<file path="src/rtl/core85_pkg.sv">
// Shared definitions for the 8085 bus interface: FSM encodings, wait-count width
// and the default interrupt-acknowledge opcode.
package core85_pkg;

   localparam int         WAIT_W      = 4;
   localparam logic [7:0] RST7_OPCODE = 8'hFF;

   typedef enum logic [2:0] {
      ST_IDLE   = 3'd0,
      ST_STROBE = 3'd1,
      ST_WAIT   = 3'd2,
      ST_XFER   = 3'd3,
      ST_DONE   = 3'd4
   } bus_state_t;

   function automatic logic [WAIT_W-1:0] sel_wait(
      input logic              is_io,
      input logic [WAIT_W-1:0] wait_mem,
      input logic [WAIT_W-1:0] wait_io
   );
      return is_io ? wait_io : wait_mem;
   endfunction

endpackage

</file>
<file path="src/rtl/waitgen85.sv">
// Loadable down-counter that times READY wait states; saturates at zero.
module waitgen85
   import core85_pkg::*;
(
   input  logic              i_clk,
   input  logic              i_rst,
   input  logic              i_load,
   input  logic [WAIT_W-1:0] i_value,
   input  logic              i_dec,
   output logic              o_zero
);

   logic [WAIT_W-1:0] r_count;

   always_ff @(posedge i_clk) begin
      if (i_rst) begin
         r_count <= '0;
      end else if (i_load) begin
         r_count <= i_value;
      end else if (i_dec && (r_count != '0)) begin
         r_count <= r_count - 1'b1;
      end
   end

   assign o_zero = (r_count == '0);

endmodule

</file>
<file path="src/rtl/bus85.sv">
// 8085 bus interface unit: ALE demux, strobe-to-request conversion, READY wait states.
// Optional macro BUS85_INTA_VEC_EN: drive INTA_VECTOR during interrupt acknowledge.
module bus85
   import core85_pkg::*;
#(
   parameter int         WAIT_MEM    = 1,
   parameter int         WAIT_IO     = 2,
   parameter logic [7:0] INTA_VECTOR = RST7_OPCODE
) (
   input  logic        clk,
   input  logic        rst,
   input  logic [7:0]  ad_i,
   output logic [7:0]  ad_o,
   output logic        ad_oe,
   input  logic [7:0]  addrhigh,
   input  logic        ale,
   input  logic        rd_,
   input  logic        wr_,
   input  logic        iom_,
   input  logic        inta_,
   input  logic        hlda,
   output logic        ready,
   output logic [15:0] mem_addr,
   output logic [7:0]  mem_wdata,
   output logic        mem_rd,
   output logic        mem_wr,
   input  logic [7:0]  mem_rdata,
   output logic [7:0]  io_addr,
   output logic [7:0]  io_wdata,
   output logic        io_rd,
   output logic        io_wr,
   input  logic [7:0]  io_rdata,
   output logic        err,
   output bus_state_t  dbg_state
);

   localparam logic [WAIT_W-1:0] LP_WAIT_MEM = WAIT_W'(WAIT_MEM);
   localparam logic [WAIT_W-1:0] LP_WAIT_IO  = WAIT_W'(WAIT_IO);

   bus_state_t  r_state;
   logic [15:0] r_addr_q;
   logic        r_iom_q;
   logic [7:0]  r_wdata;
   logic [7:0]  r_rdata;
   logic        r_cap_pend;
   logic        r_is_io;
   logic        r_is_rd;
   logic        r_inta;
   logic        r_ready;
   logic        r_ad_oe;
   logic        r_mem_rd;
   logic        r_mem_wr;
   logic        r_io_rd;
   logic        r_io_wr;
   logic        r_err;

   logic              w_strobes_high;
   logic [7:0]        w_port_rdata;
   logic              w_cnt_load;
   logic              w_cnt_dec;
   logic              w_cnt_zero;
   logic [WAIT_W-1:0] w_wait_sel;

   assign w_strobes_high = rd_ & wr_;
   assign w_port_rdata   = r_is_io ? io_rdata : mem_rdata;
   assign w_wait_sel     = sel_wait(r_iom_q, LP_WAIT_MEM, LP_WAIT_IO);
   // The counter is reloaded every idle cycle, so it holds N when the strobe is seen.
   assign w_cnt_load     = (r_state == ST_IDLE);
   assign w_cnt_dec      = ((r_state == ST_STROBE) || (r_state == ST_WAIT)) && !w_cnt_zero;

   waitgen85 u_waitgen (
      .i_clk   (clk),
      .i_rst   (rst),
      .i_load  (w_cnt_load),
      .i_value (w_wait_sel),
      .i_dec   (w_cnt_dec),
      .o_zero  (w_cnt_zero)
   );

   always_ff @(posedge clk) begin
      if (rst) begin
         r_state    <= ST_IDLE;
         r_addr_q   <= '0;
         r_iom_q    <= 1'b0;
         r_wdata    <= '0;
         r_rdata    <= '0;
         r_cap_pend <= 1'b0;
         r_is_io    <= 1'b0;
         r_is_rd    <= 1'b0;
         r_inta     <= 1'b0;
         r_ready    <= 1'b1;
         r_ad_oe    <= 1'b0;
         r_mem_rd   <= 1'b0;
         r_mem_wr   <= 1'b0;
         r_io_rd    <= 1'b0;
         r_io_wr    <= 1'b0;
         r_err      <= 1'b0;
      end else begin
         if (ale) begin
            r_addr_q <= {addrhigh, ad_i};
            r_iom_q  <= iom_;
            if (r_state != ST_IDLE) begin
               r_err <= 1'b1;
            end
         end

         // Port read data is valid the cycle after the request; grab it once.
         if (r_cap_pend) begin
            r_rdata    <= w_port_rdata;
            r_cap_pend <= 1'b0;
         end

         case (r_state)
            ST_IDLE: begin
               if (!hlda) begin
                  if (!rd_ && !wr_) begin
                     r_err   <= 1'b1;
                     r_state <= ST_DONE;
                  end else if (!rd_ && !inta_) begin
`ifdef BUS85_INTA_VEC_EN
                     r_inta  <= 1'b1;
                     r_ad_oe <= 1'b1;
                     r_state <= ST_XFER;
`endif
                  end else if (!rd_) begin
                     r_is_rd  <= 1'b1;
                     r_is_io  <= r_iom_q;
                     r_io_rd  <= r_iom_q;
                     r_mem_rd <= !r_iom_q;
                     r_state  <= ST_STROBE;
                  end else if (!wr_) begin
                     r_is_rd  <= 1'b0;
                     r_is_io  <= r_iom_q;
                     r_wdata  <= ad_i;
                     r_io_wr  <= r_iom_q;
                     r_mem_wr <= !r_iom_q;
                     r_state  <= ST_STROBE;
                  end
               end
            end

            ST_STROBE: begin
               r_mem_rd   <= 1'b0;
               r_mem_wr   <= 1'b0;
               r_io_rd    <= 1'b0;
               r_io_wr    <= 1'b0;
               r_cap_pend <= r_is_rd;
               if (!w_cnt_zero) begin
                  r_ready <= 1'b0;
                  r_state <= ST_WAIT;
               end else begin
                  r_ad_oe <= r_is_rd;
                  r_state <= ST_XFER;
               end
            end

            ST_WAIT: begin
               if (w_strobes_high) begin
                  r_ready <= 1'b1;
                  r_state <= ST_IDLE;
               end else if (w_cnt_zero) begin
                  r_ready <= 1'b1;
                  r_ad_oe <= r_is_rd;
                  r_state <= ST_XFER;
               end
            end

            ST_XFER: begin
               if (w_strobes_high) begin
                  r_ad_oe <= 1'b0;
                  r_inta  <= 1'b0;
                  r_state <= ST_IDLE;
               end
            end

            ST_DONE: begin
               if (w_strobes_high) begin
                  r_state <= ST_IDLE;
               end
            end

            default: begin
               r_state <= ST_IDLE;
            end
         endcase
      end
   end

   // With no wait states the drive starts before the capture edge, so pass the port through.
   assign ad_o = !r_ad_oe   ? 8'h00 :
                 r_inta     ? INTA_VECTOR :
                 r_cap_pend ? w_port_rdata :
                              r_rdata;

   assign ad_oe     = r_ad_oe;
   assign ready     = r_ready;
   assign mem_addr  = r_addr_q;
   assign io_addr   = r_addr_q[7:0];
   assign mem_wdata = r_wdata;
   assign io_wdata  = r_wdata;
   assign mem_rd    = r_mem_rd;
   assign mem_wr    = r_mem_wr;
   assign io_rd     = r_io_rd;
   assign io_wr     = r_io_wr;
   assign err       = r_err;
   assign dbg_state = r_state;

endmodule

</file>
<file path="config.mk">
export PLATFORM = sky130hd
export DESIGN_NAME = bus85
export DESIGN_NICKNAME = d
export VERILOG_FILES = /design/src/rtl/core85_pkg.sv /design/src/rtl/waitgen85.sv /design/src/rtl/bus85.sv
export SDC_FILE = /design/constraint.sdc
export NUM_CORES = 1
export LEC_CHECK = 0
export ABC_AREA = 1
export BUFFER_PORTS_ARGS = -buffer_cell sky130_fd_sc_hd__buf_2
export CAP_MARGIN = 40
export CORE_MARGIN = 2
export CORE_UTILIZATION = 30
export CTS_CLUSTER_SIZE = 20
export DETAILED_ROUTE_END_ITERATION = 10
export HOLD_SLACK_MARGIN = 0.05
export PLACE_DENSITY_LB_ADDON = 0.05
export SLEW_MARGIN = 0
export SYNTH_ARGS = -nofsm -noshare
export SYNTH_HDL_FRONTEND = slang
export SYNTH_SLANG_ARGS = --single-unit
</file>
<file path="constraint.sdc">
create_clock -name clk -period 2.2 [get_ports clk]
set_clock_uncertainty 0.2 [all_clocks]
set_input_delay 0 -clock clk [delete_from_list [all_inputs] [get_ports clk]]
set_output_delay 0 -clock clk [all_outputs]
set_load 0.02 [all_outputs]
</file>
==> impl_metrics.sql <==
INSERT INTO impl_metrics (metric_group, metric, value, unit) VALUES
('grt', 'grt_busiest_layer', 'met2', ''),
('worst_setup_path', 'worstSetupStartpointType', 'register', ''),
('finish', 'num_antenna_cells', '0', ''),
('synthesis', 'mapped_cell_area', '2362', 'µm²'),
('route', 'drt-pass1-iter-count', '4', ''),
('worst_setup_path', 'regToRegEndpoint', 'r_rdata[5]', ''),
('sta', 'finalSetupTns', '0', 'ps'),
('worst_setup_path', 'worstReg2RegStart', 'r_is_io', ''),
('sta', 'worstMarginPinSlew', '602.3', 'ps'),
('outcome', 'status', 'complete, no violations', ''),
('sta', 'period_minus_slack', '1938', 'ps'),
('clock_network', 'tritoncts_clock_tree', 'built', ''),
('grt', 'grt_start_max_net_pins', '26', ''),
('finish', 'fillers', '841', ''),
('synthesis', 'async_reset_ff_frac', '0', ''),
('placement', 'port-buffer-count', '97', ''),
('worst_setup_path', 'critical_path_class', 'register to register', ''),
('grt', 'grt.met3_usage', '0.03011', ''),
('route', 'viasPerCell', '4.460', ''),
('sta', 'period_share', '0.8808', ''),
('clock_network', 'htreeDepth', '2', ''),
('synthesis', 'ys_types', '30', ''),
('synthesis', 'synthTopCellsByArea', 'dfxtp_1 (42%), nor2_1 (11%), nand2_1 (8.9%)', ''),
('worst_setup_path', 'arrival', '1930', 'ps'),
('clock_network', 'post_cts.repair.setup_buffers', '0', ''),
('synthesis', 'synth_largest_type_area_fraction', '0.4237', ''),
('grt', 'first_pass_grt_wire_length', '11.23', 'mm'),
('sta', 'fin_worst_hold_slack', '181.8', 'ps'),
('synthesis', 'synth.ff_latch_count', '50', ''),
('worst_setup_path', 'critical-path-slowest-cell', 'dlygate4sd3_1', ''),
('clock_network', 'ctsRootBufferMaster', 'clkbuf_8', ''),
('sta', 'timing.final.setup_violations', '0', ''),
('route', 'route.final.wire_length', '6.762', 'mm'),
('die', 'starting_density_of_the_core', '0.3073', ''),
('power_and_ir_drop', 'power_density', '894.1', 'nW/µm²'),
('finish', 'finish.utilization', '0.4593', ''),
('grt', 'grt_overflow_total', '0', ''),
('die', 'die_height', '92.74', 'µm'),
('worst_hold_path', 'timing.hold.worst.class', 'primary input to register', ''),
('synthesis', 'synth_warnings', '0', ''),
('die', 'fp.dieArea', '8600', 'µm²'),
('grt', 'via_count_of_the_first_global_routing_pass', '2414', ''),
('power_and_ir_drop', 'power', '0.003157', 'W'),
('worst_setup_path', 'worst_setup_path_startpoint', 'r_is_io', ''),
('placement', 'globalplace.congestion', '0.7279', ''),
('grt', 'met2_usage', '0.2956', ''),
('worst_setup_path', 'r2r_cells', '6', ''),
('grt', 'initial_antenna_violation_count', '0', ''),
('clock_network', 'cts_sinks', '50', ''),
('route', 'via_count', '2538', ''),
('synthesis', 'yosysTopAreaCell', 'dfxtp_1', ''),
('die', 'ios', '98', ''),
('worst_setup_path', 'worst_path_dominant_cell_family', 'buffers and inverters', ''),
('synthesis', 'avgSynthCellArea', '7.202', 'µm²'),
('synthesis', 'number_of_enable_flip_flop_cells_after_synthesis', '0', ''),
('die', 'std_cell_rows', '32', ''),
('sta', 'timing.final.hold_violations', '0', ''),
('power_and_ir_drop', 'ir_worst_vdd', '0.3514', 'mV'),
('worst_setup_path', 'worst_path_buffer_plus_inverter_count', '2', ''),
('finish', 'area_growth_syn_to_layout', '49.47', '%'),
('synthesis', 'ys_dominant_reg_cell', 'dfxtp_1', ''),
('grt', 'met1_usage', '0.1948', ''),
('finish', 'drive_above_1_share', '0.2784', ''),
('power_and_ir_drop', 'leakagePower', '1.688', 'nW'),
('worst_setup_path', 'worstSetupPathDepth', '6', ''),
('route', 'final_antenna_net_count', '0', ''),
('worst_setup_path', 'crit_path_end', 'r_rdata[5]', ''),
('flow_run', 'max_cap_viol_count', '0', ''),
('worst_setup_path', 'worst-endpoint-required', '2190', 'ps'),
('placement', 'pre_cts_ws', '564.0', 'ps'),
('clock_network', 'cts-root-to-sink-buffers', '2', '');
## repair_timing
item,in CTS,in global routing
gates resized for setup,0,2
hold buffers,60,0
setup endpoints to repair,0,10
hold endpoints to repair,45,0
## placed cells by master (no fill, tap or decap)
cell	netlist	final
inv_4	1	1
nor2_2	1	1
a31oi_1	1	1
buf_4	17	3
inv_2	4	4
clkinvlp_4	0	2
nor2_8	1	1
dfxtp_2	0	1
nor3_1	2	2
nand4_1	2	2
and2_1	1	1
dlygate4sd3_1	0	59
nand2_4	2	2
a21oi_1	20	20
inv_8	0	1
nand2_1	56	56
nor2_1	70	70
inv_1	12	12
nand3b_1	2	2
o21ai_1	4	4
nand3_1	26	26
clkinv_1	3	2
nor3_4	1	1
ha_1	2	2
xor2_1	1	1
nand2_2	5	5
o21ai_0	28	28
nand2_8	1	1
buf_2	2	97
dfxtp_1	50	49
bufinv_16	0	1
nand3_2	4	4
clkbuf_8	0	5
## where the power goes
| group | internal, W | switching, W |
|---|---|---|
| Sequential | 0.00103 | 0.000128 |
| Clock | 0.000347 | 0.000341 |
| Combinational | 0.000481 | 0.000831 |
| Total | 0.00186 | 0.00130 |
## stage by stage
step           std cells  area [µm²]
3_3_place_gp         502        2818
6_report             569        3531
2_1_floorplan        328        2362
5_1_grt              569        3531
4_1_cts              570        3536
3_5_place_dp         502        2818
## registers in the layout (all words and copies together) (netlist names), 3 cells and up
signal and flops:
dbg_state 3, io_wdata 8, mem_addr 16, r_rdata 8
u_waitgen.r_count 4
## final cells by class
class                           count  area [µm²]  area share
Clock inverter                      3       48.80     0.01382
Inverter                           20       81.33     0.02303
Sequential cell                    50        1002      0.2838
Timing Repair Buffer              159        1099      0.3111
Multi-Input combinational cell    230        1104      0.3125
Clock buffer                        5       68.82     0.01949
Tap cell                          102       127.6     0.03614
## metal layers
metal | wire length (µm) | up-vias
met5 | 0 | -
met4 | 76 | 0
met3 | 329 | 5
met2 | 3251 | 68
met1 | 3104 | 1154
li1 | - | 1311
## cell families after synthesis
family          share of synthesized area
simple gates                       0.3400
compound gates                     0.1128
flops                              0.4237
buf+inv                            0.1091
fa+ha+maj                         0.01059
xor+xnor                         0.003708
## worst min-delay path, cell delays in order
cell      delay, ps
buf_2           200
clkinv_1        140
buf_4           220
a21oi_1          80
## how the worst min path moves through the flow
stage | start | to | slack, ps | depth (start not counted)
floorplan | addrhigh[2] | mem_addr[10] | -70 | 2
CTS | ale | r_iom_q | 170 | 4
global route | ale | r_iom_q | 220 | 4
finish | ale | r_iom_q | 180 | 4
global placement | addrhigh[5] | mem_addr[13] | 20 | 3
detailed placement | addrhigh[3] | mem_addr[11] | 30 | 3
No activity file was read; power rests on OpenSTA's default activity.
